$ cat config.mk
export PLATFORM = sky130hd
export DESIGN_NAME = cpu_run_controller
export DESIGN_NICKNAME = d
export VERILOG_FILES = /design/src/rtl/cpu_dbg_pkg.sv /design/src/rtl/cpu_run_controller_debounce.sv /design/src/rtl/cpu_run_controller.sv
export SDC_FILE = /design/constraint.sdc
export NUM_CORES = 1
export LEC_CHECK = 0
export CORE_MARGIN = 1.5
export CORE_UTILIZATION = 58
export CTS_CLUSTER_DIAMETER = 60
export DETAILED_ROUTE_END_ITERATION = 12
export HOLD_SLACK_MARGIN = 0.05
export PLACE_DENSITY = 0.79
export SLEW_MARGIN = 20
export SYNTH_ARGS = -nofsm -noshare
export SYNTH_HDL_FRONTEND = slang
export SYNTH_SLANG_ARGS = --single-unit
export TNS_END_PERCENT = 5
$ cat constraint.sdc
create_clock -name CLK100MHZ -period 2.6 [get_ports CLK100MHZ]
set_clock_uncertainty 0.05 [all_clocks]
set_input_delay 0.26 -clock CLK100MHZ [delete_from_list [all_inputs] [get_ports CLK100MHZ]]
set_output_delay 0.26 -clock CLK100MHZ [all_outputs]
set_load 0.1 [all_outputs]
$ cat src/rtl/cpu_dbg_pkg.sv
// Shared state encoding and default timing constants for the CPU run controller.
package cpu_dbg_pkg;

  localparam int unsigned CLK_HZ          = 100_000_000;
  localparam int unsigned DEBOUNCE_CYCLES = CLK_HZ / 100;
  localparam int unsigned SLOW_PERIOD     = CLK_HZ / 2;
  localparam int unsigned FAST_PERIOD     = CLK_HZ / 20;
  localparam int unsigned RESET_HOLD      = 16;

  localparam int unsigned ST_W = 2;

  typedef enum logic [ST_W-1:0] {
    ST_HOLD   = 2'd0,
    ST_PAUSED = 2'd1,
    ST_STEP   = 2'd2,
    ST_RUN    = 2'd3
  } state_e;

  // Counter width able to hold 0..n-1, never narrower than one bit.
  function automatic int unsigned cnt_width(input int unsigned n);
    return (n > 1) ? $clog2(n) : 1;
  endfunction

endpackage

$ cat src/rtl/cpu_run_controller_debounce.sv
// Button conditioner: 2-FF synchronizer, stability counter and rising-edge press pulse.
module btn_debounce
  import cpu_dbg_pkg::*;
#(
  parameter int unsigned DEBOUNCE_CYCLES = cpu_dbg_pkg::DEBOUNCE_CYCLES
) (
  input  logic CLK100MHZ,
  input  logic RST,
  input  logic btn_in,
  output logic level,
  output logic press
);

  localparam int unsigned CNT_W = cnt_width(DEBOUNCE_CYCLES);

  logic [1:0]       r_sync;
  logic             r_level;
  logic             r_press;
  logic [CNT_W-1:0] r_cnt;
  logic             w_done;

  assign w_done = (r_cnt == CNT_W'(DEBOUNCE_CYCLES - 1));

  // Level only follows the synced input after it has disagreed for DEBOUNCE_CYCLES clocks.
  always_ff @(posedge CLK100MHZ) begin
    if (RST) begin
      r_sync  <= '0;
      r_level <= 1'b0;
      r_press <= 1'b0;
      r_cnt   <= '0;
    end else begin
      r_sync  <= {r_sync[0], btn_in};
      r_press <= 1'b0;
      if (r_sync[1] == r_level) begin
        r_cnt <= '0;
      end else if (w_done) begin
        r_level <= r_sync[1];
        r_press <= r_sync[1];
        r_cnt   <= '0;
      end else begin
        r_cnt <= r_cnt + CNT_W'(1);
      end
    end
  end

  assign level = r_level;
  assign press = r_press;

endmodule

$ cat src/rtl/cpu_run_controller.sv
// Drives the core's RST_N/HALT: power-on hold, paused, single-step, free-run and timed-tick modes.
module cpu_run_controller
  import cpu_dbg_pkg::*;
#(
  parameter int unsigned DEBOUNCE_CYCLES = cpu_dbg_pkg::DEBOUNCE_CYCLES,
  parameter int unsigned SLOW_PERIOD     = cpu_dbg_pkg::SLOW_PERIOD,
  parameter int unsigned FAST_PERIOD     = cpu_dbg_pkg::FAST_PERIOD,
  parameter int unsigned RESET_HOLD      = cpu_dbg_pkg::RESET_HOLD
) (
  input  logic        CLK100MHZ,
  input  logic        RST,
  input  logic        btn_step,
  input  logic        btn_run,
  input  logic        sw_free,
  input  logic        sw_fast,
  output logic        cpu_reset_n,
  output logic        cpu_halt,
  output logic        running,
  output logic [31:0] step_count
);

  localparam int unsigned MAX_PERIOD = (SLOW_PERIOD > FAST_PERIOD) ? SLOW_PERIOD : FAST_PERIOD;
  localparam int unsigned TMR_W      = cnt_width(MAX_PERIOD);
  localparam int unsigned HOLD_W     = cnt_width(RESET_HOLD);

  logic w_step_press, w_run_press;
  logic w_step_level, w_run_level;
  logic w_unused_levels;

  btn_debounce #(.DEBOUNCE_CYCLES(DEBOUNCE_CYCLES)) u_db_step (
    .CLK100MHZ (CLK100MHZ),
    .RST       (RST),
    .btn_in    (btn_step),
    .level     (w_step_level),
    .press     (w_step_press)
  );

  btn_debounce #(.DEBOUNCE_CYCLES(DEBOUNCE_CYCLES)) u_db_run (
    .CLK100MHZ (CLK100MHZ),
    .RST       (RST),
    .btn_in    (btn_run),
    .level     (w_run_level),
    .press     (w_run_press)
  );

  assign w_unused_levels = w_step_level ^ w_run_level;

  logic [1:0]        r_free_sync, r_fast_sync;
  logic              r_free_q, r_fast_q;
  logic              w_free, w_fast, w_sw_chg;
  logic [TMR_W-1:0]  w_period_m1;

  state_e            r_state, w_state_nxt;
  logic [TMR_W-1:0]  r_timer, w_timer_nxt;
  logic [HOLD_W-1:0] r_hold, w_hold_nxt;
  logic              r_halt, w_halt_nxt;
  logic              r_reset_n, w_reset_n_nxt;
  logic              r_running, w_running_nxt;
  logic [31:0]       r_step_count;

  assign w_free      = r_free_sync[1];
  assign w_fast      = r_fast_sync[1];
  assign w_sw_chg    = (w_free != r_free_q) || (w_fast != r_fast_q);
  assign w_period_m1 = w_fast ? TMR_W'(FAST_PERIOD - 1) : TMR_W'(SLOW_PERIOD - 1);

  // Switch synchronizers plus a delayed copy for change detection.
  always_ff @(posedge CLK100MHZ) begin
    if (RST) begin
      r_free_sync <= '0;
      r_fast_sync <= '0;
      r_free_q    <= 1'b0;
      r_fast_q    <= 1'b0;
    end else begin
      r_free_sync <= {r_free_sync[0], sw_free};
      r_fast_sync <= {r_fast_sync[0], sw_fast};
      r_free_q    <= w_free;
      r_fast_q    <= w_fast;
    end
  end

  always_ff @(posedge CLK100MHZ) begin
    if (RST) begin
      r_state   <= ST_HOLD;
      r_timer   <= '0;
      r_hold    <= '0;
      r_halt    <= 1'b1;
      r_reset_n <= 1'b0;
      r_running <= 1'b0;
    end else begin
      r_state   <= w_state_nxt;
      r_timer   <= w_timer_nxt;
      r_hold    <= w_hold_nxt;
      r_halt    <= w_halt_nxt;
      r_reset_n <= w_reset_n_nxt;
      r_running <= w_running_nxt;
    end
  end

  // Next state and registered-output values; the timer is zero outside RUN.
  always_comb begin
    w_state_nxt   = r_state;
    w_timer_nxt   = '0;
    w_hold_nxt    = r_hold;
    w_halt_nxt    = 1'b1;
    w_reset_n_nxt = r_reset_n;
    w_running_nxt = 1'b0;
    case (r_state)
      ST_HOLD: begin
        if (r_hold == HOLD_W'(RESET_HOLD - 1)) begin
          w_state_nxt   = ST_PAUSED;
          w_reset_n_nxt = 1'b1;
        end else begin
          w_hold_nxt = r_hold + HOLD_W'(1);
        end
      end
      ST_PAUSED: begin
        if (w_run_press) begin
          w_state_nxt   = ST_RUN;
          w_running_nxt = 1'b1;
          w_halt_nxt    = !w_free;
        end else if (w_step_press) begin
          w_state_nxt = ST_STEP;
          w_halt_nxt  = 1'b0;
        end
      end
      ST_STEP: begin
        w_state_nxt = ST_PAUSED;
      end
      ST_RUN: begin
        if (w_run_press) begin
          w_state_nxt = ST_PAUSED;
        end else begin
          w_running_nxt = 1'b1;
          if (w_free) begin
            w_halt_nxt = 1'b0;
          end else if (w_sw_chg) begin
            w_timer_nxt = '0;
          end else if (r_timer >= w_period_m1) begin
            w_halt_nxt = 1'b0;
          end else begin
            w_timer_nxt = r_timer + TMR_W'(1);
          end
        end
      end
      default: begin
        w_state_nxt = ST_HOLD;
      end
    endcase
  end

  // Counts clocks the core actually advanced; sticks at all-ones.
  always_ff @(posedge CLK100MHZ) begin
    if (RST) begin
      r_step_count <= '0;
    end else if (!r_halt && r_reset_n && (r_step_count != '1)) begin
      r_step_count <= r_step_count + 32'd1;
    end
  end

  assign cpu_reset_n = r_reset_n;
  assign cpu_halt    = r_halt;
  assign running     = r_running;
  assign step_count  = r_step_count;

endmodule

==> results of run 1 <==
## cell usage after synthesis (all sizes together) (2+ instances only)
cell type / n
nand2: 41
and3: 6
nor4: 13
or3: 20
buf: 6
or4: 6
o31ai: 4
nor3b: 2
nand4: 25
nand3: 33
nor2: 117
nor4b: 4
a21oi: 27
nor3: 19
dfxtp: 121
ha: 18
a41o: 2
o2111ai: 2
and4: 7
clkbuf: 15
a211oi: 4
xor2: 28
inv: 13
o21ai: 18
o211ai: 2
nor2b: 13
xnor2: 49
nand2b: 6
or4b: 2
nand4b: 2
mux2i: 4
## area by class of cell
| class | count | area, sq um | share of cell area |
|---|---|---|---|
| multi-input combinational | 485 | 2970 | 0.449 |
| sequential | 121 | 2450 | 0.371 |
| clock buffer | 23 | 487 | 0.0735 |
| timing repair buffer | 50 | 383 | 0.0578 |
| tap | 129 | 161 | 0.0244 |
| clock inverter | 7 | 115 | 0.0174 |
| inverter | 13 | 48.8 | 0.00737 |
## worst max-delay path, delay by kind of cell, from the launching register on
kind / cells / cell delay (ps)
simple gates: 2 / 880
compound gates: 3 / 1060
flops: 1 / 380
## metrics by stage
step,worst slack (ps),power (mW)
global route,20.8,4.43
detailed placement,307,1.97
global placement,343,1.97
CTS,209,4.33
finish,155,4.29
floorplan,-24.3,1.95
## worst paths after layout
kind | start | to | slack [ps] | cells past startpoint
worst max-delay path | step_count[26] | step_count[19] | 150 | 5
worst min-delay path | RST | u_db_step.level | 220 | 2
worst max register to register | step_count[26] | step_count[19] | 150 | 5
worst min register to register | u_db_step.r_sync[0] | u_db_step.r_sync[1] | 390 | 1
## placed cells by master (no fill, tap or decap), drive strengths merged, types with 7 or more instances in the layout
cell and n:
and4 7, nand4 25, nand2 41, nor2 117
nor3 19, nor2b 13, inv 13, clkbuf 23
ha 18, o21ai 18, or3 20, nor4 13
buf 46, nand3 33, xnor2 49, xor2 28
a21oi 27, dfxtp 121
## metal layers
| metal | vias up | GRT usage | wire, um |
|---|---|---|---|
| met5 | - | 0 | 0 |
| met4 | 0 | 0.106 | 226 |
| met3 | 28 | 0.0624 | 337 |
| met2 | 54 | 0.401 | 5550 |
| met1 | 2170 | 0.276 | 4990 |
| li1 | 2338 | - | - |
## cells by family after synthesis
| kind of cell | Yosys count | synth area share |
|---|---|---|
| mux | 5 | 0.00927 |
| fa+ha+maj | 18 | 0.0407 |
| flops | 121 | 0.438 |
| buf+inv | 34 | 0.0249 |
| simple gates | 318 | 0.290 |
| xor+xnor | 77 | 0.122 |
| compound gates | 67 | 0.0753 |
## where the power goes
part / internal, mW / total (mW) / leakage [nW] / switching (mW)
sequential: 1.87 / 1.88 / 0.990 / 0.00878
combinational: 0.0244 / 0.0579 / 0.954 / 0.0335
clock: 1.57 / 2.36 / 0.292 / 0.784
total: 3.46 / 4.29 / 2.24 / 0.826
## state kept, by name (all words and copies together), names as in the netlist, 2 cells and up
signal / cells
step_count: 32
r_fast_sync: 2
r_hold: 4
r_free_sync: 2
u_db_run.r_cnt: 20
u_db_run.r_sync: 2
r_timer: 26
u_db_step.r_sync: 2
r_state: 2
u_db_step.r_cnt: 20
==> results.py, run 1 <==
metrics = {
    "setup_path": {
        "crit_fanout": 10,
        "slowest_delay_ps": 720,
        "end_kind": "flip-flop",
        "crit_type": "reg -> reg",
        "cpMaxStageDelayCell": "or4_1",
        "cp-start-kind": "flip-flop",
        "cp.required_ps": 3000,
        "arrival_ps": 2840,
        "crit_chain": "nand4_1 > or4_1 > o311ai_2 > o21ai_0 > a21oi_1",
    },
    "detailed_routing": {
        "vias": 4590,
        "drtAntennaViolNets": 0,
        "viasPerCell": 5.54,
        "wl_per_cell_um": 13.4,
        "routed_wl_um": 11100,
        "drt_first_pass_iters": 5,
        "drcViolationCount": 0,
        "drtIter0Drc": 182,
    },
    "clock_tree": {
        "cts_tree": "done",
        "insertion_delay_ps": 520,
        "cts_setup_buffers": 0,
        "ctsHoldBuffers": 0,
        "cts-root-buf": "clkbuf_8",
        "cts_buffer_depth": 2,
        "numCtsBuffers": 17,
        "cts_resized": 0,
        "clkTransAtPathRegs_ps": 60,
        "cts.sinks": 121,
        "htree_levels": 4,
    },
    "timing": {
        "finalMaxSlewViolations": 0,
        "finalHoldViolCount": 0,
        "setup_viol": 0,
        "max_freq_ghz": 0.409,
        "relSlewSlack": 0.538,
        "worst_slew_pin_slew_ps": 687,
        "holdWs_ps": 218,
        "tns_ps": 0,
        "fin_crit_sh": 0.941,
        "period_needed_ps": 2450,
        "rsz0062_at_grt": "false",
    },
    "synth": {
        "syn_inst": 640,
        "netlist_area_sq_mm": 0.00553,
        "yosysTopAreaCell": "dfxtp_1",
        "synthFlopType": "dfxtp_1",
        "ys_seq_area_frac": 0.438,
        "synth-edff-count": 0,
        "synth_area_leaders": "dfxtp_1 44%, nor2_1 7.9%, xnor2_1 7.8%, xor2_1 4.4%, ha_1 4.1%",
        "syn_nets": 664,
        "async_reset_ff_frac": 0,
        "ys_ff_latch": 121,
        "syn_avg_cell_area_sq_um": 8.64,
        "yosysWarnings": 0,
        "synth.top_cell.area_share": 0.438,
        "ys_types": 48,
    },
    "floorplanning": {
        "die_h_um": 101,
        "die_w_um": 101,
        "dieArea_sq_mm": 0.0101,
        "io_pins": 41,
        "fp-row-count": 35,
        "initial_utilization": 0.599,
        "core_area_sq_mm": 0.00924,
    },
    "final_layout": {
        "area_delta_synth_final_pct": 19.7,
        "final_area_sq_mm": 0.00662,
        "nets": 712,
        "fin_cells": 828,
        "utilization": 0.717,
        "fill_cells": 672,
        "drive_gt1_frac": 0.159,
        "antennaDiodeCount": 0,
    },
    "grt": {
        "grt_pass1_vias": 4291,
        "antenna_found_initial": 0,
        "grt_use_total": 0.235,
        "gr-total-overflow": 0,
        "grt_max_degree": 40,
        "grt_pass1_wl_um": 19100,
    },
    "placed_design": {
        "port_buffers": 40,
        "place_congestion": 0.857,
        "placed_cells": 798,
        "placed_area_sq_mm": 0.00602,
        "hpwl_um": 7490,
    },
    "status": {
        "status": "finished clean",
    },
    "flow_run": {
        "maxCapViolCount": 0,
    },
    "power": {
        "p_leak_nw": 2.24,
        "powerDensity_mw_per_mm2": 648,
        "irDropWorstVdd_v": 0.000722,
    },
    "hold_path": {
        "hold_class": "in -> reg",
    },
}
Power figures use the tool's default switching activity.
==> run 2: changes to the inputs <==
CORE_MARGIN = default   (was 1.5)
HOLD_SLACK_MARGIN = default   (was 0.05)
clock period = 2.5 ns   (was 2.6 ns; I/O delays follow)
==> run 2 against run 1 <==
  * Non-clock buffer count increased by 2
  * Combinational power increased by 5.2%
  * Critical path depth unchanged
  * Final area increased by 0.30%
  * Wire length increased by 4.8%
  * First-iteration DRC count decreased by 16%
  * Worst hold slack improved by 1.6 ps
  * Largest cell class unchanged
==> results.py, run 2 (synthesis results as in run 1) <==
metrics = {
    "floorplanning": {
        "fp-row-count": 35,
        "die_w_um": 99.7,
        "die_h_um": 99.7,
        "initial_utilization": 0.599,
        "io_pins": 41,
        "dieArea_sq_mm": 0.00993,
        "core_area_sq_mm": 0.00924,
    },
    "detailed_routing": {
        "routed_wl_um": 11600,
        "vias": 4648,
        "met2_length_um": 5970,
        "drt_first_pass_iters": 4,
        "m1WireLength_um": 5050,
        "viasPerCell": 5.59,
        "dr_wl_met3_um": 400,
        "drcViolationCount": 0,
        "wl_per_cell_um": 14.0,
        "drtAntennaViolNets": 0,
        "drtIter0Drc": 152,
        "top_layer_used": "met4",
    },
    "status": {
        "status": "finished clean",
    },
    "final_layout": {
        "final_cell_mix": "117 x nor2_1, 91 x dfxtp_1, 49 x xnor2_1, 47 x buf_4, 41 x nand2_1",
        "final_area_sq_mm": 0.00664,
        "fill_cells": 679,
        "antennaDiodeCount": 0,
        "register_area_sq_mm": 0.00249,
        "mostFrequentLayoutCell": "nor2_1",
        "utilization": 0.719,
        "area_delta_synth_final_pct": 20.1,
        "nets": 714,
        "largest_reg_flops": 32,
        "drive_gt1_frac": 0.168,
        "multiInputGateArea_sq_mm": 0.00297,
    },
    "timing": {
        "period_needed_ps": 2360,
        "fin_crit_sh": 0.945,
        "tns_ps": 0,
        "max_freq_ghz": 0.423,
        "finalMaxSlewViolations": 0,
        "setup_viol": 0,
        "worst_slew_pin_slew_ps": 715,
        "finalHoldViolCount": 0,
        "rsz0062_at_grt": "false",
        "relSlewSlack": 0.523,
        "holdWs_ps": 219,
    },
    "grt": {
        "grt_pass1_vias": 4659,
        "gr-total-overflow": 0,
        "grt_use_total": 0.253,
        "grt_pass1_wl_um": 20100,
        "grt_max_degree": 43,
        "antenna_found_initial": 0,
    },
    "clock_tree": {
        "htree_levels": 4,
        "ctsHoldBuffers": 0,
        "clkTransAtPathRegs_ps": 60,
        "cts.sinks": 121,
        "cts_resized": 0,
        "cts-root-buf": "clkbuf_8",
        "numCtsBuffers": 17,
        "cts_setup_buffers": 0,
        "cts_tree": "done",
        "cts_buffer_depth": 2,
        "insertion_delay_ps": 520,
    },
    "placed_design": {
        "hpwl_um": 7830,
        "placed_area_sq_mm": 0.00607,
        "place_congestion": 0.921,
        "port_buffers": 40,
    },
    "setup_path": {
        "crit_type": "reg -> reg",
        "end_kind": "flip-flop",
        "cp.required_ps": 2880,
        "arrival_ps": 2740,
        "rrSetupSlack_ps": 140,
        "cp-start-kind": "flip-flop",
        "crit_fanout": 10,
    },
    "power": {
        "powerDensity_mw_per_mm2": 651,
        "p_leak_nw": 2.25,
        "irDropWorstVdd_v": 0.000502,
        "finalPower_mw": 4.33,
    },
    "flow_run": {
        "maxCapViolCount": 0,
    },
    "hold_path": {
        "hold_class": "in -> reg",
    },
}
[run 2: worst paths after layout]
path / to / startpoint / depth (start not counted)
worst max-delay path: step_count[15] / step_count[27] / 5
worst min-delay path: u_db_run.level / RST / 2
worst max register to register: step_count[15] / step_count[27] / 5
worst min register to register: r_free_sync[1] / r_free_sync[0] / 1
[run 2: routing by layer]
layer | global-route usage | vias to the layer above
li1 | - | 2338
met5 | 0 | -
met3 | 0.0689 | 23
met4 | 0.120 | 0
met2 | 0.449 | 79
met1 | 0.280 | 2208
[run 2: layout make-up]
class                   instances  share of cell area
clock buffers                  24              0.0771
multi-input cells             485               0.447
repair buffers                 52              0.0599
clock inverters                 7             0.00942
well taps                     129              0.0243
flip-flops and latches        121               0.375
inverters                      13             0.00735
[run 2: worst max-delay path: stages, from the launching register on]
cell	delay, ps
dfxtp_4	360
nand4_1	130
or4_1	670
o311ai_2	650
o21ai_0	200
a21oi_1	200
[run 2: stage by stage]
step           instances  setup slack (ps)
5_1_grt              831              23.7
3_5_place_dp         800               223
4_1_cts              831               173
6_report             831               137
2_1_floorplan        640             -24.1
3_3_place_gp         800               270
[run 2: power breakdown]
| part | total [mW] | leakage (nW) | switching [mW] | internal (mW) |
|---|---|---|---|---|
| Clock | 2.33 | 0.288 | 0.832 | 1.49 |
| Sequential | 1.94 | 0.996 | 0.00937 | 1.93 |
| Combinational | 0.0609 | 0.962 | 0.0353 | 0.0257 |
| Total | 4.33 | 2.25 | 0.876 | 3.45 |
==> run 3: changes to the inputs <==
CORE_MARGIN = 4   (was default)
==> run 3 against run 2 <==
  * Via count down 0.52%
  * Non-clock buffer count down 2
  * Register-to-register slack better by 30 ps
  * Largest power group unchanged
  * Sequential cell count unchanged
  * Total power up 0.33%
  * Sequential share of layout area up 0.11 points
  * Die area up 12%
  * Count of clock-buffer cells in the layout down 1
==> results.py, run 3 (synthesis results as in run 1) <==
metrics = {
    "detailed_routing": {
        "drcViolationCount": 0,
        "vias": 4624,
        "viasPerCell": 5.58,
        "drtAntennaViolNets": 0,
        "drt_first_pass_iters": 4,
        "wl_per_cell_um": 13.7,
        "routed_wl_um": 11400,
        "drtIter0Drc": 172,
    },
    "clock_tree": {
        "cts_buffer_depth": 2,
        "cts.sinks": 121,
        "numCtsBuffers": 17,
        "clkTransAtPathRegs_ps": 60,
        "cts_tree": "done",
        "ctsHoldBuffers": 0,
        "cts_resized": 0,
        "insertion_delay_ps": 530,
        "cts_setup_buffers": 0,
        "cts-root-buf": "clkbuf_8",
        "htree_levels": 4,
    },
    "final_layout": {
        "fin_cells": 829,
        "antennaDiodeCount": 0,
        "area_delta_synth_final_pct": 19.7,
        "mostFrequentLayoutCell": "nor2_1",
        "drive_gt1_frac": 0.163,
        "final_cell_mix": "117 x nor2_1, 91 x dfxtp_1, 49 x xnor2_1, 45 x buf_4, 41 x nand2_1",
        "largest_reg_flops": 32,
        "nets": 712,
    },
    "power": {
        "powerDensity_mw_per_mm2": 655,
        "p_leak_nw": 2.23,
        "finalPower_mw": 4.34,
        "irDropWorstVdd_v": 0.000537,
    },
    "setup_path": {
        "crit_fanout": 8,
        "rrSetupSlack_ps": 160,
        "crit_chain": "nand4_2 > or4_1 > o31a_1 > nand4_1 > mux2_1",
        "cp-start-kind": "flip-flop",
        "crit_type": "reg -> reg",
        "cp.required_ps": 2860,
        "end_kind": "flip-flop",
        "r2r-start": "step_count[11]",
        "cp-endpoint": "step_count[8]",
        "r2r_end": "step_count[8]",
        "arrival_ps": 2700,
        "slowest_delay_ps": 690,
        "cpMaxStageDelayCell": "or4_1",
        "reg2regPathDepth": 5,
        "cp-startpoint": "step_count[11]",
    },
    "timing": {
        "period_needed_ps": 2340,
        "tns_ps": 0,
        "max_freq_ghz": 0.428,
        "fin_crit_sh": 0.935,
        "setup_viol": 0,
        "rsz0062_at_grt": "false",
        "worst_slew_pin_slew_ps": 724,
        "finalHoldViolCount": 0,
        "relSlewSlack": 0.513,
        "finalMaxSlewViolations": 0,
        "holdWs_ps": 190,
    },
    "floorplanning": {
        "io_pins": 41,
        "dieArea_sq_mm": 0.0112,
        "initial_utilization": 0.596,
        "core_area_sq_mm": 0.00928,
        "die_h_um": 106,
        "die_w_um": 106,
        "fp-row-count": 35,
    },
    "status": {
        "status": "finished clean",
    },
    "grt": {
        "grt_max_degree": 38,
        "grt_use_total": 0.220,
        "gr-total-overflow": 0,
        "antenna_found_initial": 0,
        "grt_pass1_wl_um": 20400,
        "grt_pass1_vias": 4643,
    },
    "placed_design": {
        "port_buffers": 40,
        "place_congestion": 0.830,
        "hpwl_um": 7790,
        "placed_cells": 798,
    },
    "flow_run": {
        "maxCapViolCount": 0,
    },
    "hold_path": {
        "hold_class": "in -> reg",
    },
}
## run 3: cell count changes in the layout (fill, tap and decap cells not counted)
cell	previous run	this run
clkbuf_8	6	3
clkbuf_1	1	3
bufinv_16	1	2
buf_4	47	45
## run 3: cell type report
type	instances	area, sq um
multi-input combinational	485	2970
fill	717	2660
sequential	121	2490
clock buffer	23	478
timing repair buffer	50	383
tap	129	161
clock inverter	8	92.6
inverter	13	48.8
## run 3: worst min path at each step
stage / startpoint / end / slack [ps] / cells after the start
floorplan: sw_fast / r_fast_sync[0] / 330 / 1
global placement: u_db_step.r_cnt[0] / u_db_step.r_cnt[0] / 370 / 1
detailed placement: r_fast_sync[0] / r_fast_sync[1] / 380 / 1
CTS: RST / r_fast_q / 180 / 2
global route: sw_free / r_free_sync[0] / 210 / 2
finish: RST / r_fast_q / 190 / 2
## run 3: worst max-delay path, delay by kind of cell, from the launching register on
family,cells,cell delay [ps]
AOI/OAI and AO/OA,1,460
and+or+nand+nor,3,990
muxes,1,330
DFF,1,380
## run 3: per-stage QoR
step / cell area (sq um) / util / setup slack, ps
2_1_floorplan: 5600 / - / -24.1
3_3_place_gp: 6050 / 0.652 / 260
3_5_place_dp: 6050 / 0.652 / 214
4_1_cts: 6620 / 0.713 / 188
5_1_grt: 6620 / 0.713 / 18.9
6_report: 6620 / 0.713 / 162
## run 3: per-layer routing
metal	up-vias	routed length [um]	track usage
li1	2331	-	-
met1	2194	5020	0.256
met2	86	5760	0.376
met3	13	466	0.0649
met4	0	151	0.0934
met5	-	0	0
## run 3: report_power, final
part,internal (mW),switching [mW]
Combinational,0.0256,0.0353
Sequential,1.93,0.0101
Clock,1.51,0.825
Total,3.47,0.871
